File: src/rtl/pipe_hazard_ctrl.sv
// Pipeline hazard controller: RAW stalls, branch flushes and data-memory wait holds.
// Optional macro FORWARDING_EN restricts stalls to load-use hazards against EXE.
module pipe_hazard_ctrl #(
    parameter int FLUSH_CYCLES = 1,
    parameter int MEM_TIMEOUT  = 255,
    parameter int CNT_W        = 16
) (
    input  logic             clk,
    input  logic             rst,
    input  logic [3:0]       src1,
    input  logic [3:0]       src2,
    input  logic             two_src,
    input  logic             id_uses_src,
    input  logic [3:0]       exe_dest,
    input  logic             exe_wb_en,
    input  logic             exe_mem_r_en,
    input  logic [3:0]       mem_dest,
    input  logic             mem_wb_en,
    input  logic             branch_taken,
    input  logic             mem_req,
    input  logic             mem_ready,
    output logic             freeze,
    output logic             if_flush,
    output logic             id_flush,
    output logic             be_freeze,
    output logic             mem_timeout,
    output logic [CNT_W-1:0] stall_cnt
);

    typedef enum logic [1:0] {
        RUN      = 2'd0,
        MEM_WAIT = 2'd1,
        BR_FLUSH = 2'd2
    } state_t;

    state_t     state, state_n;
    logic [7:0] wait_cnt, wait_n;
    logic [3:0] fl_cnt, fl_n;

    logic mem_stall;
    logic hazard;
    logic exe_match;
    logic mem_match;
    logic timeout_hit;
    logic flush_now;

    assign mem_stall = mem_req & ~mem_ready;

    assign exe_match = exe_wb_en &
                       ((id_uses_src & (src1 == exe_dest)) |
                        (two_src & (src2 == exe_dest)));
    assign mem_match = mem_wb_en &
                       ((id_uses_src & (src1 == mem_dest)) |
                        (two_src & (src2 == mem_dest)));

`ifdef FORWARDING_EN
    // MEM-stage results reach ID through the forwarding unit; only loads stall.
    logic unused_mem_match;
    assign unused_mem_match = mem_match;
    assign hazard = exe_mem_r_en & exe_match;
`else
    logic unused_mem_r_en;
    assign unused_mem_r_en = exe_mem_r_en;
    assign hazard = exe_match | mem_match;
`endif

    assign timeout_hit = (state == MEM_WAIT) && mem_stall &&
                         (wait_cnt == 8'(MEM_TIMEOUT));
    assign flush_now   = (state == BR_FLUSH) || branch_taken;

    always_ff @(posedge clk or negedge rst) begin
        if (!rst) begin
            state     <= RUN;
            wait_cnt  <= '0;
            fl_cnt    <= '0;
            stall_cnt <= '0;
        end else begin
            state    <= state_n;
            wait_cnt <= wait_n;
            fl_cnt   <= fl_n;
            if (freeze && (stall_cnt != '1))
                stall_cnt <= stall_cnt + 1'b1;
        end
    end

    always_comb begin
        state_n = state;
        wait_n  = wait_cnt;
        fl_n    = fl_cnt;
        unique case (state)
            MEM_WAIT: begin
                if (mem_stall) begin
                    if (timeout_hit)
                        state_n = RUN;
                    else
                        wait_n = wait_cnt + 8'd1;
                end else if (branch_taken && (FLUSH_CYCLES > 1)) begin
                    state_n = BR_FLUSH;
                    fl_n    = 4'(FLUSH_CYCLES - 1);
                end else begin
                    state_n = RUN;
                end
            end
            BR_FLUSH: begin
                // A memory hold freezes the flush window in place.
                if (!mem_stall) begin
                    fl_n = fl_cnt - 4'd1;
                    if (fl_cnt == 4'd1)
                        state_n = RUN;
                end
            end
            default: begin
                if (mem_stall) begin
                    state_n = MEM_WAIT;
                    wait_n  = 8'd1;
                end else if (branch_taken && (FLUSH_CYCLES > 1)) begin
                    state_n = BR_FLUSH;
                    fl_n    = 4'(FLUSH_CYCLES - 1);
                end
            end
        endcase
    end

    always_comb begin
        freeze      = 1'b0;
        if_flush    = 1'b0;
        id_flush    = 1'b0;
        be_freeze   = 1'b0;
        mem_timeout = 1'b0;
        if (!rst) begin
            freeze = 1'b0;
        end else if (timeout_hit) begin
            mem_timeout = 1'b1;
        end else if (mem_stall) begin
            freeze    = 1'b1;
            be_freeze = 1'b1;
        end else if (flush_now) begin
            // The hazardous instruction is discarded, so no freeze here.
            if_flush = 1'b1;
            id_flush = 1'b1;
        end else if (hazard) begin
            freeze   = 1'b1;
            id_flush = 1'b1;
        end
    end

endmodule

File: config.mk
export PLATFORM = sky130hd
export DESIGN_NAME = pipe_hazard_ctrl
export DESIGN_NICKNAME = d
export VERILOG_FILES = /design/src/rtl/pipe_hazard_ctrl.sv
export SDC_FILE = /design/constraint.sdc
export NUM_CORES = 1
export LEC_CHECK = 0
export CORE_AREA = 4 4 60 62
export DETAILED_ROUTE_END_ITERATION = 12
export DIE_AREA = 0 0 64 66
export GPL_TIMING_DRIVEN = 0
export PLACE_DENSITY = 0.83
export SYNTH_ARGS = -nofsm -noshare
export SYNTH_HDL_FRONTEND = slang
export SYNTH_SLANG_ARGS = --single-unit
export TNS_END_PERCENT = 10
File: constraint.sdc
create_clock -name clk -period 3.65 [get_ports clk]
set_clock_uncertainty 0.2 [all_clocks]
set_input_delay 0.73 -clock clk [delete_from_list [all_inputs] [get_ports clk]]
set_output_delay 0.73 -clock clk [all_outputs]
set_load 0.02 [all_outputs]
Yosys cells after proc, flatten, opt, wreduce, memory -nomap -nowiden
Index checks and enable logic that the tools add are counted.
{"block": "totals", "regBits": 30, "out_inout_bits": 21, "word_cells": 69}
{"block": "classes", "addsub": 3, "n_eq_ne": 13, "n_mux": 28, "bitwise_logic": 13, "reduce_logical": 8}
{"cell": "8-bit two-way mux", "count": 3}
{"cell": "1-bit two-way mux", "count": 18}
{"cell": "16-bit by 1-bit adder with 16-bit output (second input constant)", "count": 1}
{"cell": "4-bit equality test", "count": 4}
{"cell": "16-bit != test (second input constant)", "count": 1}
{"cell": "8-bit one-hot mux with 2 select lines", "count": 1}
{"cell": "2-bit two-way mux", "count": 5}
{"cell": "8-bit by 1-bit adder with 8-bit output (second input constant)", "count": 1}
{"cell": "8-bit equality test (second input constant)", "count": 1}
{"cell": "1-bit AND", "count": 7}
{"cell": "4-bit by 1-bit equality test with 1-bit output (second input constant)", "count": 1}
{"cell": "2-bit != test (second input constant)", "count": 2}
{"cell": "2-bit one-hot mux with 2 select lines", "count": 1}
{"cell": "4-bit AND reduction", "count": 1}
{"cell": "4-bit by 1-bit subtractor with 4-bit output (second input constant)", "count": 1}
{"cell": "1-bit logical AND", "count": 3}
{"cell": "3-bit != test (second input constant)", "count": 1}
{"cell": "1-bit NOT", "count": 3}
{"cell": "1-bit bitwise OR", "count": 3}
{"cell": "3-bit AND reduction", "count": 1}
{"cell": "3-bit nonzero test", "count": 1}
{"cell": "2-bit by 1-bit equality test with 1-bit output (second input constant)", "count": 1}
{"cell": "2-bit equality test (second input constant)", "count": 1}
{"cell": "2-bit by 1-bit != test with 1-bit output (second input constant)", "count": 1}
{"cell": "other kinds (2)", "count": 2}

Depth between registers and ports, before layout
{"block": "logic_depth", "word_depth": 11, "mapped_depth": 9}

Worst setup path before layout
OpenSTA, ideal clock, no wires.
{"block": "synth_path", "path_type": "input -> output", "start": "input src2[1]", "end": "output id_flush", "arrival_time_ns": 1.762, "slack_ns": 0.958, "stages": 4, "cell_sequence": "xor2_1 -> nor4_2 -> nor4_1 -> nor3_1"}
{"block": "synth_between", "elab_chain_len": 10, "word_cells_on_any_way": 14}
{"item": "start: declaration", "line_no": "11", "rtl": "input logic [3:0] src2,"}
{"item": "4-bit equality test, on equally long branches", "line_no": "51, 54"}
{"item": "1-bit AND, on equally long branches", "line_no": "51, 54"}
{"item": "1-bit bitwise OR, on equally long branches", "line_no": "50, 53"}
{"item": "1-bit AND, on equally long branches", "line_no": "49, 52"}
{"item": "1-bit bitwise OR (*)", "line_no": "64", "rtl": "assign hazard = exe_match | mem_match;"}
{"item": "1-bit two-way mux (*)", "line_no": "141", "rtl": "end else if (hazard) begin"}
{"item": "1-bit two-way mux (*)", "line_no": "137", "rtl": "end else if (flush_now) begin"}
{"item": "1-bit two-way mux (*)", "line_no": "134", "rtl": "end else if (mem_stall) begin"}
{"item": "1-bit two-way mux (*)", "line_no": "132", "rtl": "end else if (timeout_hit) begin"}
{"item": "1-bit two-way mux (*)", "line_no": "130", "rtl": "if (!rst) begin"}
{"item": "end: declaration", "line_no": "24", "rtl": "output logic id_flush,"}
Mark *: on every way between the ends. The rest lies on a longest branch, timed or not.

Worst setup path after layout
{"block": "layout_path", "start": "input mem_ready", "end": "output be_freeze"}
{"block": "layout_between", "elab_chain_len": 6, "word_cells_on_any_way": 7}
{"item": "start: declaration", "line_no": "21", "rtl": "input logic mem_ready,"}
{"item": "1-bit NOT (*)", "line_no": "47", "rtl": "assign mem_stall = mem_req & ~mem_ready;"}
{"item": "1-bit AND (*)", "line_no": "47"}
{"item": "1-bit logical AND (2 in series)", "line_no": "67", "rtl": "assign timeout_hit = (state == MEM_WAIT) && mem_stall &&"}
{"item": "1-bit two-way mux (*)", "line_no": "132"}
{"item": "1-bit two-way mux (*)", "line_no": "130"}
{"item": "end: declaration", "line_no": "25", "rtl": "output logic be_freeze,"}
Marks and branches as above.

==> impl_metrics.json <==
{
  "htreeDepth": 1,
  "endpoint_kind": "output pin",
  "fillers": 254,
  "cp-start-kind": "primary input",
  "cts-root-buf": "clkbuf_4",
  "drive_gt1_share_pct": 9.31,
  "fmax_ghz": 0.282,
  "ff2ff_path_depth": 8,
  "yosysWarningCount": 0,
  "wl_um": 3670,
  "ff2ff_setup_slack_ns": 1.33,
  "cp.arrival_ns": 2.62,
  "seq_area_um2": 626,
  "synth_edf_count": 0,
  "grt_remaining_overflow": 0,
  "ios": 47,
  "max-vdd-ir-drop_mv": 0.130,
  "fin_nets": 233,
  "yosys.cell_types.count": 39,
  "status": "complete, no violations",
  "hold_violations": 0,
  "die_w_um": 64,
  "synth_area_um2": 1510,
  "leakage_uw": 0.000883,
  "grt_pass1_wl_um": 6250,
  "critPathKind": "in2out",
  "netlist_instances": 155,
  "die_y_um": 66,
  "dp.cells": 244,
  "antenna-diode-count": 0,
  "synthArstFlopShare_pct": 100,
  "cp_data_required_time_ns": 2.72,
  "synth_seq_cells": 25,
  "grt_use_total_pct": 18.9,
  "synth_top_area_share_pct": 41.5,
  "gp_congestion": 0.801,
  "period_share_pct": 97.3,
  "power_density_nw_per_um2": 356,
  "vias": 1379,
  "r2r_end": "stall_cnt[7]",
  "drc": 0,
  "start_util_pct": 49.8,
  "multiInputGateArea_um2": 866,
  "area_delta_synth_final_pct": 36.6,
  "cts_max_path_buffers": 2,
  "core_um2": 3030,
  "grt_pass1_vias": 1357,
  "fin_util_pct": 68.0,
  "seq_area_frac_synth_pct": 41.5,
  "setup_tns_ns": 0,
  "fp-row-count": 20,
  "clock_latency_ns": 0.32,
  "yosysMostFrequentCell": "dfrtp_1",
  "dieArea_um2": 4220,
  "placed_cell_area_um2": 2010,
  "setup_viol": 0,
  "clock-sinks": 25,
  "wire_per_inst_um": 14.8,
  "synthTopCellsByCount": "dfrtp_1 (25), nand2_1 (19), xnor2_1 (19)",
  "vias_per_cell": 5.56,
  "layout.cells.non_filler": 248,
  "design_area_um2": 2060,
  "hold_path.class": "in2async",
  "grt_start_max_net_pins": 29,
  "ant_nets": 0,
  "period_needed_ns": 3.55,
  "grt_antenna_before_repair": 0,
  "slew_violations": 0,
  "slew_headroom_pct": 59.7,
  "syn_nets": 183,
  "cts_made_buffers": 3,
  "synth_area_per_cell_um2": 9.72,
  "cts_tree": "done",
  "drv_cap": 0,
  "crit_fanout": 5,
  "ys.flop_type": "dfrtp_1",
  "firstDrtPassIters": 4,
  "yosys-top-cells-area": "dfrtp_1 (42%), xnor2_1 (11%), nand3_1 (5.0%)",
  "r2r_start": "stall_cnt[0]",
  "worstMarginPinSlew_ns": 0.604,
  "drt_iter0_markers": 92,
  "rsz0062_at_grt": "no",
  "hpwl_um": 2860,
  "clk_pin_slew_ns": 0.13,
  "numPortBuffers": 45,
  "synth_largest_area_cell": "dfrtp_1"
}
-- worst max-delay path: stages --
cell and delay, ns:
clkdlybuf4s50_1 0.42, and2b_1 0.27, nand2_1 0.09, or2_2 0.38, inv_1 0.12, clkdlybuf4s50_1 0.61
-- metal layers --
layer	vias up	part of all wire (%)	global-route usage [%]	routed length (um)
met2	56	53	33.7	1950
met4	0	2.9	9.16	108
li1	657	-	-	-
met5	-	0	0	0
met1	657	38	21.9	1400
met3	9	5.6	3.06	207
-- area by class of cell --
type	instances	area share [%]
repair buffers	45	21.7
plain buffers	2	0.790
well taps	44	2.67
inverters	6	1.09
multi-input cells	122	42.1
flip-flops and latches	25	30.4
clock buffers	4	1.28
-- worst max path at each step --
stage	from	to	slack, ns	cells past startpoint
4_1_cts	exe_dest[1]	id_flush	0.006	6
3_5_place_dp	rst	freeze	-0.72	5
2_1_floorplan	src2[1]	id_flush	0.96	4
5_1_grt	mem_ready	be_freeze	0.02	6
3_3_place_gp	rst	freeze	-0.64	6
6_report	mem_ready	be_freeze	0.1	6
-- timing repair --
action / CTS / global route
setup endpoints to repair: 5 / 2
buffers inserted: 0 / 0
gates resized for setup: 5 / 5
hold buffers: 0 / 0
-- per-stage QoR --
stage | worst slack (ns) | hold WS, ns | total power (uW)
2_1_floorplan | 0.958 | 0.234 | 482
3_3_place_gp | -0.636 | 0.269 | 595
3_5_place_dp | -0.725 | 0.287 | 609
4_1_cts | 0.00567 | 0.309 | 733
5_1_grt | 0.0225 | 0.231 | 773
6_report | 0.0990 | 0.187 | 734
-- cells by family after synthesis --
kind of cell,Yosys count,share of synthesized area [%]
compound gates,25,12.0
xor+xnor,26,15.1
fa+ha+maj,2,1.66
buf+inv,8,2.57
flops,25,41.5
mux,4,2.91
simple gates,65,24.3
-- report_power, final --
group / leakage, uW / switching [uW] / internal, uW
registers: 0.000326 / 49.4 / 312
logic: 0.000542 / 122 / 125
clock network: 0.0000150 / 83.2 / 42.9
-- state kept, by name, indices dropped and copies added (netlist names) --
name and cells:
wait_cnt 8, stall_cnt 16, state 1
-- placed cells by master, fill, tap and decap left out, types with 2 or more instances in the layout --
master,synthesis,routed
nand2b_1,3,3
mux2_2,3,3
nand4_1,5,5
and3_1,5,5
nor3_1,3,3
clkdlybuf4s50_1,0,42
nand3_1,15,15
clkbuf_4,0,3
ha_1,2,2
nor2_1,3,3
a21oi_1,4,4
xor2_1,7,7
nand4_2,3,3
xnor2_1,19,19
o21ai_0,7,7
nand2_1,19,19
dfrtp_1,25,25
inv_1,6,6
o31ai_1,3,3
buf_2,1,2
Power figures use the tool's default switching activity.
